==> src/rtl/or16b_sched_pkg.sv <==
// Shared types and defaults for the or16b frame scheduler.
package or16b_sched_pkg;
    typedef enum logic [1:0] {
        PH_CHG   = 2'd0,
        PH_EVAL  = 2'd1,
        PH_HOLD  = 2'd2,
        PH_RECOV = 2'd3
    } phase_t;

    localparam int NREQ      = 2;
    localparam int DEF_WIDTH = 16;
    localparam int DEF_CNT_W = 16;
endpackage

==> src/rtl/or16b_sched_rr_arb2.sv <==
// Two-way round-robin arbiter; grants only while en is high.
import or16b_sched_pkg::*;

module rr_arb2 (
    input  logic            clk,
    input  logic            rst_n,
    input  logic            en,
    input  logic [NREQ-1:0] req,
    output logic [NREQ-1:0] gnt
);
    // last = id of the most recently granted port; reset to 1 so port 0 wins the first tie
    logic last;

    always_comb begin
        gnt = '0;
        if (en) begin
            if (req == 2'b11) gnt = last ? 2'b01 : 2'b10;
            else              gnt = req;
        end
    end

    always_ff @(posedge clk) begin
        if (!rst_n)    last <= 1'b1;
        else if (|gnt) last <= gnt[1];
    end
endmodule

==> src/rtl/or16b_sched.sv <==
// Four-phase frame scheduler for the shared adiabatic OR datapath.
// Define OR16B_SCHED_IDLE_GATE_EN to suppress phase enables on idle frames.
import or16b_sched_pkg::*;

module or16b_sched #(
    parameter int WIDTH = DEF_WIDTH,
    parameter int CNT_W = DEF_CNT_W
) (
    input  logic             clk,
    input  logic             rst_n,
    input  logic [NREQ-1:0]  req_valid,
    output logic [NREQ-1:0]  req_ready,
    input  logic [WIDTH-1:0] req_a0,
    input  logic [WIDTH-1:0] req_b0,
    input  logic [WIDTH-1:0] req_a1,
    input  logic [WIDTH-1:0] req_b1,
    output logic [NREQ-1:0]  rsp_valid,
    output logic [WIDTH-1:0] rsp_data,
    output logic [WIDTH-1:0] dp_a,
    output logic [WIDTH-1:0] dp_b,
    input  logic [WIDTH-1:0] dp_out,
    output logic             clkpos,
    output logic             clkpos2,
    output logic             clkneg,
    output logic             clkneg2,
    output logic             busy,
    output logic [CNT_W-1:0] op_count
);
    phase_t          ph, ph_nxt;
    logic [1:0]      ph_inc;
    logic [NREQ-1:0] gnt;
    logic            acc, owner, run_nxt;

    assign ph_inc = ph + 2'd1;
    assign ph_nxt = phase_t'(ph_inc);
    assign acc    = |gnt;

    rr_arb2 u_arb (
        .clk   (clk),
        .rst_n (rst_n),
        .en    (rst_n && ph == PH_RECOV),
        .req   (req_valid),
        .gnt   (gnt)
    );

    assign req_ready = gnt;

    // Enables are registered one cycle ahead so they line up with ph.
`ifdef OR16B_SCHED_IDLE_GATE_EN
    assign run_nxt = (ph == PH_RECOV) ? acc : busy;
`else
    assign run_nxt = 1'b1;
`endif

    always_ff @(posedge clk) begin
        if (!rst_n) begin
            ph        <= PH_CHG;
            clkpos    <= 1'b0;
            clkpos2   <= 1'b0;
            clkneg    <= 1'b0;
            clkneg2   <= 1'b0;
            rsp_valid <= '0;
            rsp_data  <= '0;
            dp_a      <= '0;
            dp_b      <= '0;
            busy      <= 1'b0;
            owner     <= 1'b0;
            op_count  <= '0;
        end else begin
            ph        <= ph_nxt;
            clkpos    <= run_nxt && ph_nxt == PH_CHG;
            clkpos2   <= run_nxt && ph_nxt == PH_EVAL;
            clkneg    <= run_nxt && ph_nxt == PH_HOLD;
            clkneg2   <= run_nxt && ph_nxt == PH_RECOV;
            rsp_valid <= '0;
            if (ph == PH_RECOV) begin
                busy <= acc;
                if (acc) begin
                    dp_a  <= gnt[1] ? req_a1 : req_a0;
                    dp_b  <= gnt[1] ? req_b1 : req_b0;
                    owner <= gnt[1];
                end
            end
            // Sample at the end of the hold phase; response shows in the recover phase.
            if (ph == PH_HOLD && busy) begin
                rsp_valid[owner] <= 1'b1;
                rsp_data         <= dp_out;
                if (op_count != {CNT_W{1'b1}})
                    op_count <= op_count + {{(CNT_W-1){1'b0}}, 1'b1};
            end
        end
    end
endmodule

==> config.mk <==
export PLATFORM = sky130hd
export DESIGN_NAME = or16b_sched
export DESIGN_NICKNAME = d
export VERILOG_FILES = /design/src/rtl/or16b_sched_pkg.sv /design/src/rtl/or16b_sched_rr_arb2.sv /design/src/rtl/or16b_sched.sv
export SDC_FILE = /design/constraint.sdc
export NUM_CORES = 1
export LEC_CHECK = 0
export BUFFER_PORTS_ARGS = -buffer_cell sky130_fd_sc_hd__buf_2
export CORE_MARGIN = 2
export CORE_UTILIZATION = 44
export DETAILED_ROUTE_END_ITERATION = 8
export MAX_ROUTING_LAYER = met4
export PLACE_DENSITY = 0.79
export SLEW_MARGIN = 20
export SYNTH_ARGS = -nofsm -noshare
export SYNTH_HDL_FRONTEND = slang
export SYNTH_SLANG_ARGS = --single-unit
==> constraint.sdc <==
create_clock -name clk -period 2.8 [get_ports clk]
set_clock_uncertainty 0.15 [all_clocks]
set_input_delay 0 -clock clk [delete_from_list [all_inputs] [get_ports clk]]
set_output_delay 0 -clock clk [all_outputs]
set_load 0.1 [all_outputs]
==> results.md <==
- Status: complete, no violations
- Yosys cell types: 34
- Net Count, Synth: 407
- Avg Cell Area, Syn: 9.26 sq um
- # port buffers: 156
- P&R area growth vs syn: 68.4%
- GRT Overall Usage: 32.5%
- Chip width: 85.5 um
- FFs w/ async S/R, synth: 0%
- Initial DRT Pass Iterations: 8
- Crit path DAT: 2.53 ns
- Post-route DRC: 0
- Drt initial violations: 341
- Top cell type's share of synthesized area: 51.3%
- Tcrit/Tclk final: 87.7%
- Max Fanout on Critical Path: 34
- Slew headroom: 63.1%
- Endpoints failing setup: 0
- Final Net Count: 644
- Row count: 29
- Synth warnings: 0
- Register share of total power: 41.6%
- RSZ-0062 raised after global routing: no
- Post-route cell area: 0.00493 sq mm
- Post-Syn Area: 0.00293 sq mm
- Max IR drop VDD: 0.542 mV
- Vias in the first global route: 3677
- Yosys reg bits: 75
- Worst R2R End: dp_a[14]$_SDFFE_PN0P_
- Most frequent cells in the layout: buf_2, dlygate4sd3_1, dfxtp_1, nand2_1, nor2_1
- Avg WL per Cell: 18.2 um
- Post-route ant nets: 0
- Inserted Clock Buffers: 9
- Clock transition at the registers of the reported paths: 0.08 ns
- Leading area contributor after synthesis: dfxtp_1
- Logic pwr share: 11.9%
- Post-synth EDFFs: 0
- Fmax: 0.407 GHz
- R2r worst-path depth: 7
- Most used DFF post-synth: dfxtp_1
- Root Buffer: clkbuf_8
- Worst R2R Setup Slack: 0.34 ns
- Sw Share: 23.4%
- Post-synthesis sequential area ratio: 51.3%
- CTS Sinks: 75
- Leading cell type in the layout, fill and taps excluded: buf_2
- P_leak: 2.15 nW
- DPL Wire Length: 5790 um
- IO Pins: 157
- Max clock buf depth: 2
- Core ar.: 0.00639 sq mm
- Worst-skew pair later-pin latency: 0.34 ns
- Initial antenna violation count: 0
- H-Tree Depth: 3
- R2R Path Start: ph[0]$_SDFF_PN0_
- Starting Density: 45.8%
- N_diodes: 0
- Max-cap viol count: 0
- Multi-input combinational cell area: 0.00133 sq mm
- Final Wtd Congestion: 0.873
- Pwr Density: 533 mW/mm^2
- Crit start category: register
- Overflow after GRT: 0
- Crit path capture: dp_a[14]$_SDFFE_PN0P_
- CP Class: register to register
- Via/cell ratio: 5.85
- Share of cells above drive strength 1: 34.8%
- Die extent in y: 85.5 um
- Placed Area: 0.00379 sq mm
- Mapped Cells: 316
- Pint: 0.00201 W
- Worst path required time: 2.88 ns
- First-pass GRT wire length: 17900 um
- Crit end category: register
- DR vias: 3715
- DRT Wirelength: 11500 um
- Largest net degree at the start of global routing: 35
- DIE AREA: 0.00732 sq mm
- FF+latch area: 0.00150 sq mm
- NetSw: 0.000614 W
- CTS tree: yes
- Setup TNS: 0 ns
- Start point of the critical path: ph[0]$_SDFF_PN0_
- Final min period: 2.46 ns
- Clock Power Share: 46.5%
- Hold Path Class: input port to register
- Largest cells by area after synthesis: dfxtp_1, a222oi_1, a21oi_1
- Slew Viols, Final: 0
- FILL cells: 411
- Fin. Hold Viols: 0
- Tightest Pin Transition: 0.553 ns
-- timing repair --
item,in CTS,in global routing
hold buffers,84,0
buffers inserted,0,0
endpoints found under the setup margin,0,0
endpoints found under the hold margin,60,0
resized for setup,0,0
-- area by class of cell --
cell class	count	area share [%]
clock buffers	10	2.79
well taps	77	1.96
flip-flops and latches	75	30.5
repair buffers	248	34.1
multi-input cells	215	27.1
clock inverters	6	3.22
inverters	4	0.305
-- logic make-up (layout without fill, tap and decap cells) --
kind of cell	after synthesis	in the layout	synth area share, %
compound gates	87	87	21.6
xor+xnor	1	1	0.299
fa+ha+maj	7	7	2.99
buf+inv	26	268	3.34
flops	75	75	51.3
simple gates	120	120	20.4
-- worst max-delay path, stage by stage (launching register included) --
cell	delay (ns)
dfxtp_1	0.36
ha_1	0.28
nand3_1	0.11
a21oi_2	0.04
buf_4	0.24
a222oi_1	0.45
dlygate4sd3_1	0.63
nor2_1	0.06
-- synth_stat cells (all sizes together), types with 2 or more instances --
cell	count
dfxtp	75
nand2	40
a21oi	34
nor2	34
a222oi	32
clkbuf	20
or4	9
nand3	8
o21ai	8
and2	7
ha	7
o31ai	7
nand4	6
or3	5
and3	4
inv	4
and4	2
buf	2
nor3	2
o41ai	2
-- routing by layer --
metal / global-route usage, % / wire [um]
met1: 35.9 / 4200
met4: 19.8 / 552
met5: - / 0
met3: 6.45 / 885
met2: 54.0 / 5900
-- per-stage QoR --
stage	hold WS (ns)	instances	utilization, %	power (W)	setup WS [ns]
2_1_floorplan	-0.0140	316	-	0.00125	0.0790
6_report	0.106	635	77.2	0.00263	0.344
4_1_cts	0.0858	635	77.2	0.00261	0.450
3_5_place_dp	0.0975	535	59.3	0.00134	0.461
5_1_grt	0.130	635	77.2	0.00270	0.219
3_3_place_gp	0.0895	535	59.3	0.00133	0.537
-- sequential cells by signal, summed over array words and instances (netlist names), 2 cells and up --
name / count
dp_b: 16
ph: 2
dp_a: 16
rsp_valid: 2
op_count: 16
rsp_data: 16
-- worst min-delay path by stage --
stage	start	end	depth (start not counted)
2_1_floorplan	dp_out[0]	rsp_data[0]$_SDFFE_PN0P_	2
3_3_place_gp	dp_out[5]	rsp_data[5]$_SDFFE_PN0P_	3
3_5_place_dp	dp_out[13]	rsp_data[13]$_SDFFE_PN0P_	3
4_1_cts	req_valid[1]	owner$_SDFFE_PN0P_	4
5_1_grt	req_valid[1]	owner$_SDFFE_PN0P_	4
6_report	req_valid[1]	owner$_SDFFE_PN0P_	4
-- power groups by stage --
| stage | logic (W) | registers [W] | clock network, W |
|---|---|---|---|
| after CTS | 0.000296 | 0.00109 | 0.00122 |
| final | 0.000313 | 0.00109 | 0.00122 |
| after global routing | 0.000328 | 0.00109 | 0.00128 |
| after global placement | 0.000219 | 0.00112 | 0 |
| after floorplan | 0.0000496 | 0.00120 | 0 |
| after detailed placement | 0.000222 | 0.00112 | 0 |
Power figures use the tool's default switching activity.
